`config.mk`:
```
export PLATFORM = sky130hd
export DESIGN_NAME = fetch_ctrl
export DESIGN_NICKNAME = d
export VERILOG_FILES = /design/src/rtl/fetch_ctrl_pkg.sv /design/src/rtl/fetch_ctrl_en_reg.sv /design/src/rtl/fetch_ctrl.sv
export SDC_FILE = /design/constraint.sdc
export NUM_CORES = 1
export LEC_CHECK = 0
export ABC_AREA = 1
export CAP_MARGIN = 20
export CORE_ASPECT_RATIO = 0.8
export CORE_MARGIN = 2
export CORE_UTILIZATION = 54
export CTS_BUF_LIST = sky130_fd_sc_hd__clkbuf_16
export DETAILED_ROUTE_END_ITERATION = 7
export PLACE_DENSITY = 0.95
export REMOVE_ABC_BUFFERS = 1
export SLEW_MARGIN = 0
export SYNTH_ARGS = -nofsm -noshare
export SYNTH_HDL_FRONTEND = slang
export SYNTH_HIERARCHICAL = 1
export SYNTH_SLANG_ARGS = --single-unit
```
`constraint.sdc`:
```
create_clock -name clk -period 3.1 [get_ports clk]
set_input_delay 0.93 -clock clk [delete_from_list [all_inputs] [get_ports clk]]
set_output_delay 0.93 -clock clk [all_outputs]
set_load 0.01 [all_outputs]
```
`src/rtl/fetch_ctrl_pkg.sv`:
```
// Shared widths, reset PC, FSM encoding and constants for the fetch controller.
package fetch_ctrl_pkg;

    localparam int unsigned FETCH_PC_W   = 32;
    localparam int unsigned FETCH_INST_W = 32;

    localparam logic [FETCH_PC_W-1:0] FETCH_RESET_PC = 32'h8000_0000;

    // Write enable level used by the holding registers.
    localparam logic WE_ON = 1'b1;

    typedef enum logic [1:0] {
        FETCH_REQ  = 2'd0,
        FETCH_WAIT = 2'd1,
        FETCH_HOLD = 2'd2
    } fetch_state_e;

endpackage

```
`src/rtl/fetch_ctrl_en_reg.sv`:
```
// Parameterised register with load enable and synchronous active-low reset.
module fetch_ctrl_en_reg
    import fetch_ctrl_pkg::*;
#(
    parameter int unsigned W       = 32,
    parameter logic [W-1:0] RST_VAL = '0
) (
    input  logic         clk,
    input  logic         rst,
    input  logic         i_en,
    input  logic [W-1:0] i_d,
    output logic [W-1:0] o_q
);

    logic [W-1:0] r_q;

    // Load on enable; reset forces the configured value.
    always_ff @(posedge clk) begin
        if (!rst) begin
            r_q <= RST_VAL;
        end else if (i_en == WE_ON) begin
            r_q <= i_d;
        end
    end

    assign o_q = r_q;

endmodule

```
`src/rtl/fetch_ctrl.sv`:
```
// Instruction-fetch controller: one outstanding imem request, captured
// instruction presented to IF/ID, redirects kill wrong-path fetches.
//
// Handshake rule on every interface: a transfer happens on a rising edge
// where valid and ready are both 1; once valid is raised the payload is held
// stable until that transfer.
module fetch_ctrl
    import fetch_ctrl_pkg::*;
#(
    parameter int unsigned      PC_W     = FETCH_PC_W,
    parameter int unsigned      INST_W   = FETCH_INST_W,
    parameter logic [PC_W-1:0]  RESET_PC = FETCH_RESET_PC
) (
    input  logic              clk,
    input  logic              rst,
    output logic              imem_req_valid,
    input  logic              imem_req_ready,
    output logic [PC_W-1:0]   imem_req_addr,
    input  logic              imem_rsp_valid,
    output logic              imem_rsp_ready,
    input  logic [INST_W-1:0] imem_rsp_data,
    output logic              if_valid,
    input  logic              if_ready,
    output logic [PC_W-1:0]   if_pc,
    output logic [INST_W-1:0] if_inst,
    input  logic              redirect_valid,
    input  logic [PC_W-1:0]   redirect_pc,
    output logic [1:0]        dbg_state
);

    fetch_state_e            r_state;
    logic                    r_kill;
    logic                    r_req_valid;
    logic [PC_W-1:0]         r_req_addr;
    logic                    r_rsp_ready;
    logic                    r_if_valid;

    logic [PC_W-1:0]         w_pc;
    logic [PC_W-1:0]         w_target;
    logic [PC_W-1:0]         w_pc_next;
    logic                    w_req_fire;
    logic                    w_rsp_fire;
    logic                    w_if_fire;
    logic                    w_pc_en;
    logic                    w_if_en;
    logic [PC_W+INST_W-1:0]  w_if_d;
    logic [PC_W+INST_W-1:0]  w_if_q;

    // Redirect targets are word aligned; the low two bits are dropped.
    assign w_target   = redirect_pc & ~PC_W'(3);

    // Each valid is only ever raised in its own state, so the fires
    // need no extra state qualification.
    assign w_req_fire = r_req_valid & imem_req_ready;
    assign w_rsp_fire = r_rsp_ready & imem_rsp_valid;
    assign w_if_fire  = r_if_valid & if_ready;

    // Next fetch PC: redirect beats sequential advance, which only happens on IF delivery.
    always_comb begin
        w_pc_next = w_pc;
        if (redirect_valid) begin
            w_pc_next = w_target;
        end else if (w_if_fire) begin
            w_pc_next = w_pc + PC_W'(4);
        end
    end

    assign w_pc_en = redirect_valid | w_if_fire;

    // A response is captured only when it is on the right path.
    assign w_if_en = w_rsp_fire & ~r_kill & ~redirect_valid;
    assign w_if_d  = {w_pc, imem_rsp_data};

    fetch_ctrl_en_reg #(
        .W       (PC_W),
        .RST_VAL (RESET_PC)
    ) u_pc_reg (
        .clk  (clk),
        .rst  (rst),
        .i_en (w_pc_en),
        .i_d  (w_pc_next),
        .o_q  (w_pc)
    );

    fetch_ctrl_en_reg #(
        .W       (PC_W + INST_W),
        .RST_VAL ({RESET_PC, {INST_W{1'b0}}})
    ) u_if_reg (
        .clk  (clk),
        .rst  (rst),
        .i_en (w_if_en),
        .i_d  (w_if_d),
        .o_q  (w_if_q)
    );

    // Fetch FSM with registered handshake outputs and the wrong-path kill flag.
    always_ff @(posedge clk) begin
        if (!rst) begin
            r_state     <= FETCH_REQ;
            r_kill      <= 1'b0;
            r_req_valid <= 1'b0;
            r_req_addr  <= RESET_PC;
            r_rsp_ready <= 1'b0;
            r_if_valid  <= 1'b0;
        end else begin
            case (r_state)
                FETCH_REQ: begin
                    if (!r_req_valid) begin
                        // Only right after reset: nothing issued yet, so a
                        // redirect here simply retargets the first request.
                        r_req_valid <= 1'b1;
                        r_req_addr  <= w_pc_next;
                    end else begin
                        if (redirect_valid) begin
                            r_kill <= 1'b1;
                        end
                        if (w_req_fire) begin
                            r_req_valid <= 1'b0;
                            r_rsp_ready <= 1'b1;
                            r_state     <= FETCH_WAIT;
                        end
                    end
                end
                FETCH_WAIT: begin
                    if (w_rsp_fire) begin
                        r_rsp_ready <= 1'b0;
                        r_kill      <= 1'b0;
                        if (r_kill || redirect_valid) begin
                            // Wrong-path data: drop it and fetch from pc.
                            r_state     <= FETCH_REQ;
                            r_req_valid <= 1'b1;
                            r_req_addr  <= w_pc_next;
                        end else begin
                            r_state    <= FETCH_HOLD;
                            r_if_valid <= 1'b1;
                        end
                    end else if (redirect_valid) begin
                        r_kill <= 1'b1;
                    end
                end
                FETCH_HOLD: begin
                    if (redirect_valid || if_ready) begin
                        r_if_valid  <= 1'b0;
                        r_state     <= FETCH_REQ;
                        r_req_valid <= 1'b1;
                        r_req_addr  <= w_pc_next;
                    end
                end
                default: begin
                    r_state     <= FETCH_REQ;
                    r_kill      <= 1'b0;
                    r_req_valid <= 1'b0;
                    r_rsp_ready <= 1'b0;
                    r_if_valid  <= 1'b0;
                end
            endcase
        end
    end

    assign imem_req_valid = r_req_valid;
    assign imem_req_addr  = r_req_addr;
    assign imem_rsp_ready = r_rsp_ready;
    assign if_valid       = r_if_valid;
    assign if_pc          = w_if_q[PC_W+INST_W-1:INST_W];
    assign if_inst        = w_if_q[INST_W-1:0];
    assign dbg_state      = r_state;

endmodule
```
==> results.txt, run 1 <==
- The run finished with clean final reports.
- Register bit total from synthesis: 134
- For this configuration, the core starts out at a cell density of 0.547.
- Ratio of final minimum period to clock period: 0.809
* Multi-input logic area: 3250 µm²
- Count of non-filler cells in the finished layout: 1447
- Reg-to-reg startpoint: dbg_state[0]
* Largest incremental delay on the critical path: 750 ps
- The repair_antennas step left the layout with diodes totalling 0.
- Storage element area: 2680 µm²
- Clock skew: 6.35 ps
* Leakage component of the power: 4.32 nW
- Largest net degree at the start of global routing: 75
* Number of buffers and inverters on the critical path: 5
* Nets: 1338
- At the end of routability-driven placement, the weighted congestion stood at 0.886.
- Endpoint arrival time on the critical path: 2860 ps
* Vias in the first global route: 6336
- In the final routed layout, each cell accounts on average for 12.1 µm.
- Overall routed net length: 17.6 mm
- The count of final hold-check violations is 0.
* Hold_sp: u_if_reg/o_q[50]
- CP Max Fanout: 29
- For this run, design rule violations remaining after detail routing come to 0.
- Sequential share of the synthesized area: 0.385
- In this run the vertical extent of the chip is 106 µm.
* Number of rows in the core area: 37
- Once detailed placement completed, the half-perimeter wirelength came to 11.9 mm.
- Filler Cell Count: 1030
- TritonCTS Buffers: 17
* RSZ-0062 raised after global routing: no
- Total die area: 13800 µm²
- In this run the mean area of a mapped cell was 6.28 µm².
- At the pin with the least slew margin, the transition time is 737 ps.
- Yosys top cell by area: dfxtp_1
- Violation count after the first detailed-routing iteration: 501
* Worst setup path startpoint: redirect_valid
- The design draws 6.58 mW.
* Largest cells by area after synthesis: dfxtp_1 (39%), nand2_1 (18%), nor2_1 (15%), inv_1 (9.0%), buf_6 (3.7%)
- Kind of critical path: in -> reg
- During synthesis, Yosys emitted a total of 6 warnings.
* Post-synthesis cell type count: 35
- CTS H-Tree Depth: 4
- TritonCTS built the clock tree.
- The total overflow left after global routing is 0.
- The first global-routing pass estimated 28.7 mm of wire.
- The count of pins over their slew limit is 0.
* PD cells: 721 nW/µm²
- Setup slack on the worst reg-to-reg path comes out at 1180 ps.
* Number of standard cells after synthesis: 1109
- CTS Root Buffer Type: clkbuf_16
* Number of optimization iterations in the first detailed-route pass: 5
- Relative to the synthesized area, the layout overhead comes to 31.1%.
- Cell class contributing the biggest share of worst-path delay: buffers and inverters
* Kind of end point of the critical path: flip-flop
- Detailed-route vias per instance: 4.84
- Die Span X: 131 µm
- GRT Overall Usage: 0.257
- In the final layout, the share of cells above drive strength 1 is 0.0550.
- During placement, the flow inserted port buffers numbering 168.
* Max IR drop VDD: 463 µV
* Number of clock sinks: 134
- The worst setup path is launched from a primary input.
- The core region is 12700 µm².
- Setup violators final: 0
- Number of vias after detailed routing: 7001
- After clock tree synthesis, the clock-pin slew on the worst setup and hold paths is 50 ps.
- The initial antenna violation count was 0.
- The worst pin sits at a relative slew slack of 0.508.
* Syn Std Cell Area: 6970 µm²
* Number of setup buffers added after CTS: 0
- Walking the worst path, the cells encountered are clkdlybuf4s50_1, nor2_1, nand2_1, nand2_1, inv_2, nand3_4, inv_2, buf_4, nor2_1, nor2_1, nand2_1, inv_1.
- Synth top area share: 0.385
- Quantity of hold-fixing buffers added after cts: 0
* Critical path required time: 3450 ps
- Pin placement for this block handled 171 I/O pins.
- Number of max-cap violations: 0
- Timing would allow up to 0.399 GHz.
* Post_cts resized: 0
* Maximum number of buffers from clock root to sink: 2
- Source-to-sink clock delay at the later pin of the worst-skew pair: 410 ps
* Tightest Hold Check Type: reg -> reg
* Min Clock Period, post-route: 2510 ps
* Slowest stage cell on the critical path: clkdlybuf4s50_1
* Total instance count after detailed placement: 1418
* Residual antenna-violating net count after detailed routing: 0
## cell usage in the layout, fill, tap and decap left out, types with 12 or more instances in the layout
cell and n:
o21ai_0 26, inv_1 172, clkbuf_16 17, clkdlybuf4s50_1 167, nand2_1 328, a21oi_1 12, buf_4 13, dfxtp_1 134
nand3_1 46, nor2_1 274
## cells by family after synthesis
group,synth area share
buffers and inverters,0.149
flip-flops,0.385
AO/OA/AOI/OAI,0.0467
AND/OR/NAND/NOR,0.405
XOR/XNOR,0.00503
adder cells (fa/ha/maj),0.00898
## state kept, by name, indices dropped and copies added (netlist names)
register,flops
dbg_state,2
if_valid,1
imem_req_addr,32
imem_req_valid,1
imem_rsp_ready,1
r_kill,1
u_if_reg/o_q,64
u_pc_reg/o_q,32
## worst reg2reg max path, delay by kind of cell, from the launching register on
family / cells / cell delay [ps]
flip-flops: 1 / 380
adder cells (fa/ha/maj): 1 / 270
buffers and inverters: 4 / 520
AND/OR/NAND/NOR: 4 / 450
AO/OA/AOI/OAI: 1 / 240
## cells in the mapped netlist, drive strengths merged
master    n
ha        5
nor2    285
dfxtp   134
a31oi     2
a21o      1
clkbuf    5
inv     170
xor2      4
nand4    10
o21ai    32
a21oi    12
buf      43
and2      1
a211oi    2
o21bai    2
nor3      4
or2       1
nand3b    1
o211ai    6
nand3    52
nand2   337
## routing by layer
metal / vias to the layer above / GRT usage / share of wire / routed length [µm]
met5: - / 0 / 0 / 0
met4: 0 / 0.0638 / 0.014 / 241
li1: 3592 / - / - / -
met3: 23 / 0.0680 / 0.077 / 1350
met2: 256 / 0.430 / 0.47 / 8220
met1: 3130 / 0.329 / 0.44 / 7760
## final cells by class
cell class	instances	share of cell area
Multi-Input combinational cell	757	0.356
Sequential cell	134	0.294
Timing Repair Buffer	183	0.201
Inverter	170	0.0699
Clock buffer	17	0.0466
Tap cell	175	0.0240
Clock inverter	11	0.00836
## per-stage QoR
stage	utilization	area (µm²)	setup slack (ps)	hold WS, ps	setup TNS, ps
2_1_floorplan	-	6570	-4620	463	-295240
3_3_place_gp	0.676	8600	250	441	0
3_5_place_dp	0.676	8600	213	455	0
4_1_cts	0.715	9100	587	468	0
5_1_grt	0.717	9130	428	483	0
6_report	0.717	9130	593	467	0
## report_power, final
part           internal (mW)  total [mW]  leakage (nW)  switching, mW
clock network           1.06        1.76         0.258          0.701
logic                   1.15        2.45          2.97           1.31
registers               2.11        2.37          1.10          0.262
total                   4.31        6.58          4.32           2.27
## worst paths after layout
| kind | endpoint | cells after the start |
|---|---|---|
| setup / recovery | imem_req_addr[28] | 12 |
| hold / removal | u_if_reg/o_q[50] | 2 |
| setup reg to reg | imem_req_addr[28] | 10 |
| hold reg to reg | u_if_reg/o_q[50] | 2 |
(Power assumes the default switching activity.)
==> inputs of run 2 (changes only) <==
Settings changed: CORE_UTILIZATION 54 to 45, PLACE_DENSITY 0.95 to 0.87.
Clock period 3.1 ns to 2.26 ns, I/O delays scaled along.
==> run 2 against run 1 <==
Against the previous run:
- cell count up 4.4%
- clock power up 60%
- worst hold slack better by 1.5 ps
- global-route usage down 3.6 points
- combinational power up 47%
- sequential cell count unchanged
- non-clock buffer count up 25
- register-to-register slack worse by 710 ps
- largest cell class unchanged
- via count down 0.20%
- critical path type is now reg -> out
- design area up 4.7%
- sequential share of layout area down 1.3 points
==> results.txt, run 2 (synthesized netlist as in run 1, its figures left out) <==
- Cell class contributing the biggest share of worst-path delay: buffers and inverters
- Reg-to-reg startpoint: u_pc_reg/o_q[3]
- For this run the aggregate overflow at the end of global routing stands at 0.
* Detailed-route vias per instance: 4.62
- The critical path goes through clkdlybuf4s50_1.
- In the final routed layout, each cell accounts on average for 11.7 µm.
* Kind of critical path: reg -> out
- In this run the critical register-to-register path is captured at u_pc_reg/o_q[22].
* Wire length of the first global-routing pass: 29.2 mm
- Die Span X: 143 µm
- Tightest Hold Check Type: reg -> reg
- Setup repair after global routing left no endpoint under its margin.
* Initial core utilization: 0.462
- Worst hold endpoint: imem_rsp_ready
- R2R cell count: 13
* Leading cell type in the layout, fill and taps excluded: nand2_1
* Number of antenna violations at the first check in global routing: 0
- Number of optimization iterations in the first detailed-route pass: 5
- Source-to-sink clock delay at the later pin of the worst-skew pair: 420 ps
- For this run, design rule violations remaining after detail routing come to 0.
- In this run the remaining antenna-violating nets after routing total 0.
* Most used cells in the layout excluding fill and tap cells: nand2_1 (328), nor2_1 (274), inv_1 (170), clkdlybuf4s50_1 (167), dfxtp_1 (134)
- Summing over every cut layer, the via total after detailed routing is 6987.
- For flop-to-flop paths, the worst setup slack is 470 ps.
- Reg clk slew, reported paths: 50 ps
- CP Max Fanout: 5
- In the final layout, the share of cells above drive strength 1 is 0.0753.
- Min Clock Period, post-route: 2060 ps
- Number of I/O pins: 171
- Hold-critical path depth: 2
* Number of rows in the core area: 40
* Endpoint arrival time on the critical path: 1380 ps
* Kind of end point of the critical path: output pin
- Floorplan core area: 15100 µm²
- The placed instances occupy a cell area of 8970 µm².
- The tool flagged a number of max-cap violations equal to 0.
- The count of final hold-check violations is 0.
- Number of setup buffers added after CTS: 0
- Entering global routing, the biggest net connects 44 pins.
- Worst slew margin: 0.750
- For this run, the post-layout net count is 1363.
- GRT Overall Usage: 0.221
- The floorplan step defined a die boundary enclosing 16500 µm².
- Result of the run: finished clean
- Antenna diode instance count: 0
* Final sum of negative setup slack: 0 ps
- Gates resized during post-CTS repair numbered 0.
- Including well taps, the total number of placed cells is 1479.
- Dividing total power by cell area gives a power density of 1010 nW/µm².
- Quantity of hold-fixing buffers added after cts: 0
- The count of pins over their slew limit was 0.
- Max IR drop VDD: 706 µV
* Number of buffers and inverters on the critical path: 1
- Count of non-filler cells in the finished layout: 1511
- Number of flip-flops under the largest register name: 64
- For this run, the top clock speed supported by timing is 0.486 GHz.
- Hold_sp: imem_rsp_ready
* CTS tree: done
- Total power for the finished layout comes to 9.65 mW.
- # port buffers: 168
- STA puts the critical path data required time at 1580 ps.
* GP Congestion: 0.880
- Summing all non-filler instances in the final layout gives an area of 9560 µm².
- STA classifies the critical path startpoint as a flip-flop.
* Setup violators final: 0
* Clock skew: 7.75 ps
* Vias in the first global route: 6290
- Leakage component of the power: 4.52 nW
- After detailed routing, the total wire length is 17.7 mm.
- CTS H-Tree Depth: 4
* TritonCTS Buffers: 17
- Detailed placement finished with a half-perimeter wire length of 12.6 mm.
- CTS Root Buffer Type: clkbuf_16
* Number of clock sinks: 134
- Slowest stage cell on the critical path: clkdlybuf4s50_1
* Violation count after the first detailed-routing iteration: 414
* Maximum number of buffers from clock root to sink: 2
- Die Span Y: 115 µm
- In the finished design, the share of the clock period the worst path needs comes to 0.911.
- Layout overhead on the synthesized area: 37.2%
* Least-Margin Pin Slew: 376 ps
- Largest incremental delay on the critical path: 580 ps
run 2: changes by cell type in the layout (fill, tap and decap cells not counted):
| cell | previous run | this run |
|---|---|---|
| bufinv_16 | 1 | 4 |
| buf_12 | 2 | 12 |
| buf_16 | 1 | 0 |
| inv_1 | 172 | 170 |
| clkinv_1 | 2 | 5 |
| buf_4 | 13 | 29 |
run 2: per-layer routing:
layer	part of all wire	GRT usage	wire length, µm
met1	0.46	0.294	8150
met2	0.45	0.354	7920
met3	0.080	0.0654	1420
met4	0.012	0.0568	207
met5	0	0	0
run 2: final cells by class:
type,count,area (µm²)
clock buffers,17,425
inverters,170,638
multi-input cells,757,3250
flip-flops and latches,134,2680
clock inverters,15,170
repair buffers,208,2130
fillers,1333,5500
well taps,210,263
run 2: stage by stage:
stage / util / setup slack [ps] / hold WS, ps
after floorplan: - / -5210 / 463
after global placement: 0.595 / -103 / 452
after detailed placement: 0.595 / -147 / 462
after CTS: 0.635 / 173 / 469
after global routing: 0.635 / 44.4 / 491
final: 0.635 / 201 / 468
run 2: report_power, final:
group          total [mW]  switching (mW)  internal (mW)
registers            3.24           0.351           2.89
clock network        2.82            1.01           1.81
logic                3.59            1.82           1.77
run 2: worst register-to-register path, cell delays in order (launching register included):
cell and delay, ps:
dfxtp_1 430, ha_1 190, inv_1 60, nor2_4 180, nand2_1 100, nor2_1 250, nand2_1 80, nand2_1 70
nand3_1 80, o21ai_0 90, inv_1 50, nand2_1 50, nand2_1 40, nor2_1 70
run 2: how the worst max path moves through the flow:
stage,cells after the start,startpoint,end
final,1,dbg_state[1],dbg_state[1]
after global routing,13,if_ready,u_pc_reg/o_q[24]
after CTS,1,dbg_state[1],dbg_state[1]
after detailed placement,13,if_ready,u_pc_reg/o_q[27]
after global placement,12,if_ready,u_pc_reg/o_q[23]
after floorplan,5,imem_rsp_valid,u_if_reg/o_q[63]
